==> src/rtl/hazard_pkg.sv <==
// Shared types and constants for the pipeline hazard/stall sequencing logic.
package hazard_pkg;

    localparam int HZ_REG_ADDR_WIDTH = 5;
    localparam logic [HZ_REG_ADDR_WIDTH-1:0] REG_ZERO = '0;

    typedef enum logic [1:0] {
        RUN      = 2'd0,
        MEM_WAIT = 2'd1,
        ERROR    = 2'd2
    } hz_state_t;

endpackage

==> src/rtl/hazard_stall_controller_load_use_detect.sv <==
// Load-use comparator: flags a decode instruction that reads the destination of a load in EX.
module load_use_detect
    import hazard_pkg::*;
#(
    parameter int W = HZ_REG_ADDR_WIDTH
) (
    input  logic         valid_if_id,
    input  logic [W-1:0] rs,
    input  logic [W-1:0] rt,
    input  logic         uses_rt,
    input  logic         mem_read,
    input  logic [W-1:0] rd,
    output logic         hazard
);

    logic rs_match;
    logic rt_match;

    assign rs_match = (rd == rs);
    assign rt_match = uses_rt & (rd == rt);

    // Writes to the zero register never produce a value, so they cannot create a dependency.
    assign hazard = valid_if_id & mem_read & (rd != W'(REG_ZERO)) & (rs_match | rt_match);

endmodule

==> src/rtl/hazard_stall_controller.sv <==
// Pipeline hold/bubble/flush sequencing for load-use, data-bus latency and taken branches.
//  state    | meaning
//  RUN      | normal flow; branch flush and load-use stall evaluated here
//  MEM_WAIT | data bus request outstanding; pipeline frozen until response
//  ERROR    | bus response never arrived; frozen until reset
module hazard_stall_controller
    import hazard_pkg::*;
#(
    parameter int REG_ADDR_WIDTH = HZ_REG_ADDR_WIDTH,
    parameter int MEM_TIMEOUT    = 256,
    parameter int CNT_WIDTH      = 32
) (
    input  logic                      clk,
    input  logic                      reset_n,
    input  logic                      inValidIfId,
    input  logic [REG_ADDR_WIDTH-1:0] inRegisterRsIfId,
    input  logic [REG_ADDR_WIDTH-1:0] inRegisterRtIfId,
    input  logic                      inUsesRtIfId,
    input  logic                      inMemReadIdEx,
    input  logic [REG_ADDR_WIDTH-1:0] inRegisterRdIdEx,
    input  logic                      inBranchTakenEx,
    input  logic                      inMemReqExMem,
    input  logic                      inMemRespValid,
    output logic                      outStallPc,
    output logic                      outStallIfId,
    output logic                      outStallIdEx,
    output logic                      outStallExMem,
    output logic                      outBubbleIdEx,
    output logic                      outBubbleMemWb,
    output logic                      outFlushIfId,
    output logic                      outFlushIdEx,
    output logic                      outMemTimeout,
    output logic [CNT_WIDTH-1:0]      outStallCycles
);

    localparam int WAIT_W = 16;
    localparam logic [WAIT_W-1:0] WAIT_LAST = WAIT_W'(MEM_TIMEOUT - 1);

    hz_state_t            state;
    logic [WAIT_W-1:0]    wait_cnt;
    logic                 mem_timeout;
    logic [CNT_WIDTH-1:0] stall_cycles;

    logic hazard;
    logic freeze_raw;
    logic freeze;
    logic active;
    logic flush;
    logic lu_stall;

    load_use_detect #(
        .W (REG_ADDR_WIDTH)
    ) u_load_use_detect (
        .valid_if_id (inValidIfId),
        .rs          (inRegisterRsIfId),
        .rt          (inRegisterRtIfId),
        .uses_rt     (inUsesRtIfId),
        .mem_read    (inMemReadIdEx),
        .rd          (inRegisterRdIdEx),
        .hazard      (hazard)
    );

    always_comb begin
        freeze_raw = 1'b0;
        unique case (state)
            RUN:      freeze_raw = inMemReqExMem & ~inMemRespValid;
            MEM_WAIT: freeze_raw = ~inMemRespValid;
            ERROR:    freeze_raw = 1'b1;
            default:  freeze_raw = 1'b1;
        endcase
    end

    // The response cycle out of MEM_WAIT behaves like RUN so held branch/load-use inputs act then.
    assign freeze   = reset_n & freeze_raw;
    assign active   = reset_n & ~freeze_raw;
    assign flush    = active & inBranchTakenEx;
    assign lu_stall = active & ~inBranchTakenEx & hazard;

    assign outStallPc     = freeze | lu_stall;
    assign outStallIfId   = freeze | lu_stall;
    assign outStallIdEx   = freeze;
    assign outStallExMem  = freeze;
    assign outBubbleIdEx  = lu_stall;
    assign outBubbleMemWb = freeze;
    assign outFlushIfId   = flush;
    assign outFlushIdEx   = flush;
    assign outMemTimeout  = mem_timeout;
    assign outStallCycles = stall_cycles;

    always_ff @(posedge clk or negedge reset_n) begin
        if (!reset_n) begin
            state       <= RUN;
            wait_cnt    <= '0;
            mem_timeout <= 1'b0;
        end else begin
            unique case (state)
                RUN: begin
                    if (inMemReqExMem && !inMemRespValid) begin
                        state    <= MEM_WAIT;
                        wait_cnt <= WAIT_W'(1);
                    end
                end
                MEM_WAIT: begin
                    if (inMemRespValid) begin
                        state    <= RUN;
                        wait_cnt <= '0;
                    end else begin
                        wait_cnt <= wait_cnt + WAIT_W'(1);
                        if (wait_cnt == WAIT_LAST) begin
                            state       <= ERROR;
                            mem_timeout <= 1'b1;
                        end
                    end
                end
                ERROR: begin
                    mem_timeout <= 1'b1;
                end
                default: begin
                    state <= ERROR;
                end
            endcase
        end
    end

    always_ff @(posedge clk or negedge reset_n) begin
        if (!reset_n) begin
            stall_cycles <= '0;
        end else if (outStallPc && (stall_cycles != '1)) begin
            stall_cycles <= stall_cycles + CNT_WIDTH'(1);
        end
    end

endmodule

==> config.mk <==
export PLATFORM = sky130hd
export DESIGN_NAME = hazard_stall_controller
export DESIGN_NICKNAME = d
export VERILOG_FILES = /design/src/rtl/hazard_pkg.sv /design/src/rtl/hazard_stall_controller_load_use_detect.sv /design/src/rtl/hazard_stall_controller.sv
export SDC_FILE = /design/constraint.sdc
export NUM_CORES = 1
export LEC_CHECK = 0
export ABC_AREA = 1
export BUFFER_PORTS_ARGS = -buffer_cell sky130_fd_sc_hd__clkbuf_2
export CORE_MARGIN = 3
export CORE_UTILIZATION = 56
export CTS_CLUSTER_DIAMETER = 120
export DETAILED_ROUTE_END_ITERATION = 8
export PLACE_DENSITY = 0.91
export SETUP_SLACK_MARGIN = 0.4
export SLEW_MARGIN = 20
export SYNTH_ARGS = -nofsm -noshare
export SYNTH_HDL_FRONTEND = slang
export SYNTH_SLANG_ARGS = --single-unit
export TNS_END_PERCENT = 5
==> constraint.sdc <==
create_clock -name clk -period 2.2 [get_ports clk]
set_clock_uncertainty 0.2 [all_clocks]
set_input_delay 0.44 -clock clk [delete_from_list [all_inputs] [get_ports clk]]
set_output_delay 0.44 -clock clk [all_outputs]
set_load 0.02 [all_outputs]
==> metrics.md <==
| Metric | Value |
|---|---|
| DRC Markers | `0` |
| Layout cell share with drive strength beyond 1 | `27.2%` |
| Largest net degree at the start of global routing | `36` |
| Static leakage | `2.30 nW` |
| Fillers | `about 460` |
| Total of max-cap violations | `0` |
| Setup ws final | `0.0162 ns` |
| Detailed placement HPWL | `roughly 7 mm` |
| Min-Delay Path Class | `primary input to async pin` |
| First-pass GRT wire length | `16.7 mm` |
| Nets | `638` |
| H-Tree Depth | `2` |
| Placed cell areas | `0.00394 mm²` |
| Footprint of the multi-input gates | `0.00216 mm²` |
| Port buffer count | `63` |
| Pre-antenna DRT Iters | `4` |
| Synth warn | `0` |
| Status | `finished clean` |
| FF-to-FF Start | `outStallCycles[12]` |
| Post-synth net total | `563` |
| Fin area | `0.00438 mm²` |
| Largest family of logic cells by synthesized area | `simple AND/OR/NAND/NOR gates` |
| Post-synthesis sequential area ratio | `a little over a third` |
| Standard-cell rows | `28` |
| Final std cells w/o fill | `689` |
| R2R Setup Slk | `0.10 ns` |
| Top-area cell type share of the netlist area | `36.5%` |
| CTS tree | `yes` |
| Worst-path clk slew | `0.10 ns` |
| Storage element area | `0.00129 mm²` |
| Die ar. | `0.00724 mm²` |
| Synth async-reset ratio | `100%` |
| Worst ir drop on vdd | `382 µV` |
| Vias post-DR | `3732` |
| Total inserted antenna cells | `0` |
| PD cells | `about 470 mW/mm²` |
| Cell Area, Synth | `0.00350 mm²` |
| Core region area | `0.00599 mm²` |
| Fin crit share | `99.3%` |
| Final setup vio count | `0` |
| Power Total | `a little over 2 mW` |
| Compound-Gate Fraction of Synth Area | `approximately 4.3%` |
| Adder-cell share of the synthesized area | `0.715%` |
| Crit path capture type | `output port` |
| Horiz. Die Dim | `85.1 µm` |
| Count of clock tree sinks | `between 50 and 60` |
| Synth Area in Simple Gates | `45.9%` |
| Inst Count DP | `between 600 and 700` |
| Reg-to-Reg End | `outStallCycles[17]` |
| Worst Tran Pin Value | `0.452 ns` |
| Vias per inst | `5.42` |
| Routed Antenna Nets | `0` |
| Synth top cells by count | `215 x nand2_1, 64 x nor2_1, 53 x nand3_1, 51 x dfrtp_1, 51 x inv_1` |
| Top cells by area, synth | `dfrtp_1 36%, nand2_1 23%, nand3_1 7.6%` |
| Number of synthesized flops with an enable pin | `0` |
| Fmax | `around 0.46 GHz` |
| Clk buf depth | `2` |
| Xor/xnor cell area share of the yosys netlist | `between 4 and 5%` |
| IO Count | `between 60 and 70` |
| Die H | `about 85 µm` |
| Crit path required time | `1.56 ns` |
| Clock root buffer | `clkbuf_8` |
| RSZ-0062 raised after global routing | `yes` |
| Reg2Reg Depth | `9` |
| Top-count cell post-synth | `nand2_1` |
| Worst skew pair latency | `0.32 ns` |
| Synth unique cells | `32` |
| Initial antenna violation count | `0` |
| WL final | `9.76 mm` |
| Final Hold Viols | `0` |
| Synth area leader | `dfrtp_1` |
| Synthesized instance count | `538` |
| Initial Util | `58.4%` |
| GRT Overall Usage | `28.1%` |
| CP Launch Type | `flop` |
| Portion of netlist area occupied by mux cells | `0%` |
| WL/cell | `14.2 µm` |
| Initial DRC Count | `228` |
| Final Wtd Congestion | `0.960` |
| Number of global-route vias before repair | `3690` |
| Layout area overhead | `25.1%` |
| Main synth FF type | `dfrtp_1` |
| Cts bufs inserted | `5` |
| Setup tns final | `0 ns` |
| Final Max Tran Viols | `0` |
| Synthesized flop and latch total | `a little over 50` |
| WP data arrival | `1.54 ns` |
| Final min period | `2.18 ns` |
| Synth Area per Inst | `about 6.5 µm²` |
| Pre-CTS setup slack | `around 0.12 ns` |
| Largest fanout on the critical path | `3` |
| Grt ovf | `0` |
| Slew headroom | `69.9%` |
| Worst setup path class | `flop to output port` |
==> where the power goes <==
| part | internal [mW] | switching (mW) |
|---|---|---|
| sequential | 0.982 | 0.0881 |
| clock | 0.258 | 0.339 |
| combinational | 0.148 | 0.230 |
==> cells in the final DEF (no fill, tap or decap), types with 2 or more instances in the layout <==
master and n:
inv_1 50, buf_8 4, o21a_1 2, nand3_1 51, clkbuf_8 6, nor2_4 6, buf_6 3, o21ai_0 7
nand3_2 2, xnor2_1 7, buf_4 13, nor2_2 4, nand4_1 6, buf_2 3, xor2_1 10, inv_2 4
dfrtp_2 10, clkbuf_4 2, o21ai_1 3, nand2_4 13, nand2_1 174, o21bai_1 2, a21oi_1 11, dfrtp_1 41
nor3_1 9, nand3b_1 9, clkbuf_2 55, nand2_2 33, nor2_1 60
==> worst max-delay path, stage by stage, from the launching register on <==
cell and delay (ns):
dfrtp_1 0.42, inv_2 0.08, nor2_4 0.12, nand2_2 0.07, nand2_2 0.06, nand2_2 0.06, nor2_4 0.09, nand2_2 0.08
nand2_4 0.11, buf_8 0.12
==> per-stage QoR <==
stage / util, % / hold WS [ns]
final: 73.1 / 0.0623
after global routing: 73.1 / 0.120
after CTS: 71.2 / 0.0358
after detailed placement: 65.8 / 0.282
after global placement: 65.8 / 0.277
after floorplan: - / -0.0556
==> layer usage <==
metal	vias up	wire length, µm	global-route usage, %	share of wire, %
met5	-	0	0	0
met4	0	228	8.92	2.3
met3	19	646	4.17	6.6
met2	134	4890	48.0	50
met1	1742	4000	36.7	41
li1	1837	-	-	-
==> cell families (layout without fill, tap and decap cells) <==
| logic type | after synthesis | in the layout |
|---|---|---|
| and+or+nand+nor | 373 | 373 |
| buffers and inverters | 68 | 144 |
| DFF | 51 | 51 |
| AOI/OAI and AO/OA | 27 | 27 |
| xor gates and xnor gates | 17 | 17 |
| adders and majority gates | 2 | 2 |
==> cell type report <==
cell class / count / area share (%)
multi-input combinational: 419 / 49.3
timing repair buffer: 82 / 12.2
clock buffer: 6 / 1.89
tap: 75 / 2.14
sequential: 51 / 29.4
clock inverter: 2 / 0.371
inverter: 54 / 4.63
==> how the worst max path moves through the flow <==
stage	startpoint	cells after the start	slack, ns	to
floorplan	state[1]	9	0.29	outStallPc
global placement	inMemRespValid	10	0.20	outStallPc
detailed placement	inMemRespValid	9	0.12	wait_cnt[12]
CTS	state[1]	8	-0.02	outStallPc
global route	state[0]	9	-0.09	outStallIfId
finish	state[0]	9	0.02	outStallPc
==> repair_timing <==
item | in CTS | in global routing
hold endpoints to repair | 16 | 0
endpoints found under the setup margin | 49 | 53
pin swaps | 36 | 28
gates resized for setup | 64 | 32
hold buffers | 1 | 0
buffers inserted | 4 | 2
==> registers in the layout, indices dropped and copies added (netlist names) <==
register	flops
outStallCycles	32
wait_cnt	16
state	2
outMemTimeout	1
Note: power is estimated with default switching activity, not from simulation.
